## config.mk

```make
export PLATFORM = sky130hd
export DESIGN_NAME = fifo_ctrl
export DESIGN_NICKNAME = d
export VERILOG_FILES = /design/src/rtl/fifo_ctrl.sv
export SDC_FILE = /design/constraint.sdc
export NUM_CORES = 1
export LEC_CHECK = 0
export CORE_UTILIZATION = 35
export CTS_BUF_LIST = sky130_fd_sc_hd__clkbuf_8
export CTS_CLUSTER_SIZE = 10
export DETAILED_ROUTE_END_ITERATION = 7
export GPL_TIMING_DRIVEN = 0
export SETUP_SLACK_MARGIN = 0.5
export SYNTH_ARGS = -nofsm -noshare
export SYNTH_HDL_FRONTEND = slang
export SYNTH_SLANG_ARGS = --single-unit
```

## constraint.sdc

```tcl
create_clock -name clk -period 2.6 [get_ports clk]
set_input_delay 0.26 -clock clk [delete_from_list [all_inputs] [get_ports clk]]
set_output_delay 0.26 -clock clk [all_outputs]
set_load 0.05 [all_outputs]
```

## src/rtl/fifo_ctrl.sv

```systemverilog
// FIFO pointer/flag controller: turns push/pop into storage strobes and addresses (FIFO_ERR_FLAGS_EN adds sticky error flags).
// Latency: wr/rd are combinational in the request cycle; pointers, count and flags update on the next clk edge.
// Backpressure: push is refused while full unless a pop is accepted in the same cycle; pop is refused while empty.
module fifo_ctrl #(
    parameter int depth = 8,
    localparam int as = $clog2(depth)
) (
    input  logic          clk,
    input  logic          reset,
    input  logic          push,
    input  logic          pop,
    output logic          wr,
    output logic          rd,
    output logic [as-1:0] AddrWr,
    output logic [as-1:0] AddrRd,
    output logic          full,
    output logic          empty,
    output logic [as:0]   count,
    output logic          overflow,
    output logic          underflow
);

    typedef enum logic [1:0] {
        EMPTY   = 2'b00,
        PARTIAL = 2'b01,
        FULL    = 2'b10
    } state_t;

    localparam logic [as-1:0] ptr_last   = as'(depth - 1);
    localparam logic [as-1:0] ptr_one    = as'(1);
    localparam logic [as:0]   cnt_one    = (as+1)'(1);
    localparam logic [as:0]   cnt_almost = (as+1)'(depth - 1);

    state_t        state, state_nxt;
    logic [as-1:0] wr_ptr, rd_ptr;
    logic [as:0]   cnt_q;

    assign full   = (state == FULL);
    assign empty  = (state == EMPTY);
    assign AddrWr = wr_ptr;
    assign AddrRd = rd_ptr;
    assign count  = cnt_q;

    // No bypass: a pop on an empty FIFO is refused even alongside a push.
    assign rd = pop & ~empty & ~reset;
    assign wr = push & (~full | pop) & ~reset;

    always_ff @(posedge clk) begin
        if (reset) begin
            state <= EMPTY;
        end else begin
            state <= state_nxt;
        end
    end

    always_comb begin
        state_nxt = state;
        case (state)
            EMPTY: begin
                if (wr && !rd) state_nxt = PARTIAL;
            end
            PARTIAL: begin
                if (wr && !rd && cnt_q == cnt_almost) state_nxt = FULL;
                else if (rd && !wr && cnt_q == cnt_one) state_nxt = EMPTY;
            end
            FULL: begin
                if (rd && !wr) state_nxt = PARTIAL;
            end
            default: state_nxt = EMPTY;
        endcase
    end

    // Explicit wrap keeps non-power-of-two depths inside the storage range.
    always_ff @(posedge clk) begin
        if (reset) begin
            wr_ptr <= '0;
            rd_ptr <= '0;
            cnt_q  <= '0;
        end else begin
            if (wr) wr_ptr <= (wr_ptr == ptr_last) ? '0 : wr_ptr + ptr_one;
            if (rd) rd_ptr <= (rd_ptr == ptr_last) ? '0 : rd_ptr + ptr_one;
            if (wr && !rd)      cnt_q <= cnt_q + cnt_one;
            else if (rd && !wr) cnt_q <= cnt_q - cnt_one;
        end
    end

`ifdef FIFO_ERR_FLAGS_EN
    logic ovf_q, unf_q;

    always_ff @(posedge clk) begin
        if (reset) begin
            ovf_q <= 1'b0;
            unf_q <= 1'b0;
        end else begin
            if (push && !wr) ovf_q <= 1'b1;
            if (pop && !rd)  unf_q <= 1'b1;
        end
    end

    assign overflow  = ovf_q;
    assign underflow = unf_q;
`else
    assign overflow  = 1'b0;
    assign underflow = 1'b0;
`endif

endmodule
```

==> flow_summary.json <==
{
  "synth_edf_count": 0,
  "clk_pin_slew_ns": 0.06,
  "place_congestion": 0.672,
  "io_buffer_count": 17,
  "syn_area_um2": 703,
  "grt_pass1_vias": 517,
  "core_area_um2": 1800,
  "boundaryPins": 20,
  "rsz0062_at_grt": "true",
  "tightestPinTransition_ns": 0.503,
  "grt_start_max_net_pins": 11,
  "max_freq_ghz": 0.480,
  "clock_skew_ns": 0.00501,
  "max_cap_viol_count": 0,
  "cts_tree": "built",
  "setup_viol": 0,
  "synth_cells": 77,
  "hold_path_class": "flip-flop to flip-flop",
  "die_area_um2": 2190,
  "wl_per_cell_um": 11.2,
  "drv_slew": 0,
  "die_height_um": 46.8,
  "start_util_pct": 39.0,
  "slew_headroom_pct": 66.4,
  "status": "complete, no violations",
  "syn2layout_area_growth_pct": 50.7,
  "stdcell_count": 130,
  "cp-start-kind": "flip-flop",
  "ys_seq_elements": 12,
  "ys_seq_area_share_pct": 34.2,
  "postSynth.asyncResetShare_pct": 0,
  "dr.first_iter.drc_count": 7,
  "path_class": "flip-flop to flip-flop",
  "rows": 15,
  "yosys.area.top_type": "dfxtp_1",
  "period_needed_ns": 2.08,
  "finalSetupTns_ns": 0,
  "synth_warnings": 0,
  "vias": 644,
  "cp_num_buf_inv": 1,
  "antenna_found_initial": 0,
  "placed_cells": 120,
  "synthTopCellsByArea": "dfxtp_1 34%, ha_1 16%, mux2i_1 7.1%, a21oi_1 5.0%, nor2_1 3.7%",
  "ys_types": 30,
  "grt_pass1_wl_um": 2300,
  "grt.total_usage_pct": 15.1,
  "clockBufferDepth": 2,
  "clock-sinks": 12,
  "cpPeakStageDelay_ns": 0.41,
  "ys.flop_type": "dfxtp_1",
  "fp.dieW_um": 46.8,
  "end_kind": "flip-flop",
  "vias_per_cell": 4.95,
  "hpwl_um": 1020,
  "cp_top_family": "simple AND/OR/NAND/NOR gates",
  "synth.avg_cell_area_um2": 9.13,
  "cp_data_arrival_time_ns": 2.21,
  "antenna_left": 0,
  "drt_wl_total_um": 1450,
  "drtPass1Iterations": 3,
  "crit_chain": "nor3b_4 > or3_4 > clkinvlp_4 > ha_4 > or4_4 > a21oi_2 > mux2_4",
  "fin_nets": 119,
  "insertion_delay_ns": 0.24,
  "cp.required_ns": 2.73,
  "cts_root_buf": "clkbuf_8",
  "cp_slowest_cell": "or4_4",
  "synth_most_common_cell": "dfxtp_1",
  "ys_top_cells_by_count": "12 x dfxtp_1, 9 x ha_1, 7 x a21oi_1, 7 x nor2_1",
  "peakVddDrop_v": 0.000412,
  "drc": 0,
  "cp_max_fo": 6,
  "grt_remaining_overflow": 0,
  "min_period_over_period_pct": 80.2,
  "diodes": 0,
  "numCtsBuffers": 3,
  "final_layout_size_suffix_gt1_share_pct": 24.8,
  "synth_top_area_share_pct": 34.2,
  "finalHoldViolCount": 0,
  "p_per_area_nw_per_um2": 538,
  "cts-htree-levels": 1,
  "leakage_nw": 0.453
}
[sequential cells by signal (all words and copies together) (netlist names)]
signal  flops
AddrWr      3
count       4
state       2
AddrRd      3
[final cells by class]
type                    instances  area (µm²)
plain buffers                   3        18.8
clock buffers                   4        55.1
fillers                       178         742
inverters                       5        26.3
multi-input cells              58         473
flip-flops and latches         12         248
well taps                      25        31.3
repair buffers                 23         208
[worst register-to-register path, stage by stage (launching register included)]
cell,delay [ns]
dfxtp_4,0.37
nor3b_4,0.25
or3_4,0.19
clkinvlp_4,0.10
ha_4,0.18
or4_4,0.41
a21oi_2,0.17
mux2_4,0.30
[cells in the final DEF (no fill, tap or decap), types with 2 or more instances in the layout]
cell / count
o21ai_0: 4
clkinvlp_4: 2
dfxtp_1: 10
dlygate4sd2_1: 2
or3_1: 2
ha_1: 8
inv_1: 3
a21oi_1: 6
dfxtp_4: 2
mux2i_1: 5
clkbuf_8: 4
buf_4: 8
clkdlybuf4s50_1: 14
nand2b_1: 2
conb_1: 2
nor2_1: 7
[cell families after synthesis]
kind of cell / Yosys count / share of synthesized area (%)
fa+ha+maj: 9 / 16.0
simple gates: 26 / 22.8
mux: 6 / 8.72
other cells: 1 / 0.533
xor+xnor: 2 / 2.49
compound gates: 13 / 9.96
buf+inv: 8 / 5.34
flops: 12 / 34.2
[through the flow]
stage | power, mW | utilization (%) | setup WS (ns) | area [µm²] | hold slack (ns)
4_1_cts | 0.569 | 56.6 | 0.483 | 1020 | 0.502
5_1_grt | 0.597 | 58.8 | 0.424 | 1060 | 0.529
6_report | 0.570 | 58.8 | 0.515 | 1060 | 0.500
3_5_place_dp | 0.357 | 52.7 | 0.0148 | 950 | 0.490
3_3_place_gp | 0.355 | 52.7 | 0.0351 | 950 | 0.482
2_1_floorplan | 0.315 | - | 0.368 | 748 | 0.329
[path summary, 6_finish.rpt]
check | from | end | slack [ns] | depth (start not counted)
min | AddrWr[1] | AddrWr[1] | 0.50 | 2
min reg2reg | AddrWr[1] | AddrWr[1] | 0.50 | 2
max | state[0] | count[3] | 0.52 | 7
max reg2reg | state[0] | count[3] | 0.52 | 7
[power by group]
part           leakage (nW)  total (mW)  switching (mW)  internal, mW
Clock                0.0288       0.205          0.0714         0.134
Combinational         0.325       0.153          0.0890        0.0645
Sequential           0.0995       0.211          0.0165         0.195
Total                 0.453       0.570           0.177         0.393
[layer usage]
layer  GRT usage (%)  wire [µm]  up-vias
met4            5.14          4        0
met1            19.4        694      300
met5               0          0        -
met3            5.77         86        2
met2            23.3        668       15
li1                -          -      327
[what timing repair did]
| item | in CTS | in global routing |
|---|---|---|
| cloned | 0 | 0 |
| endpoints found under the setup margin | 4 | 3 |
| endpoints found under the hold margin | 0 | 0 |
| hold buffers | 0 | 0 |
| pin swaps | 1 | 4 |
| buffers inserted | 1 | 5 |
| resized for setup | 7 | 3 |
Power figures use the tool's default switching activity.
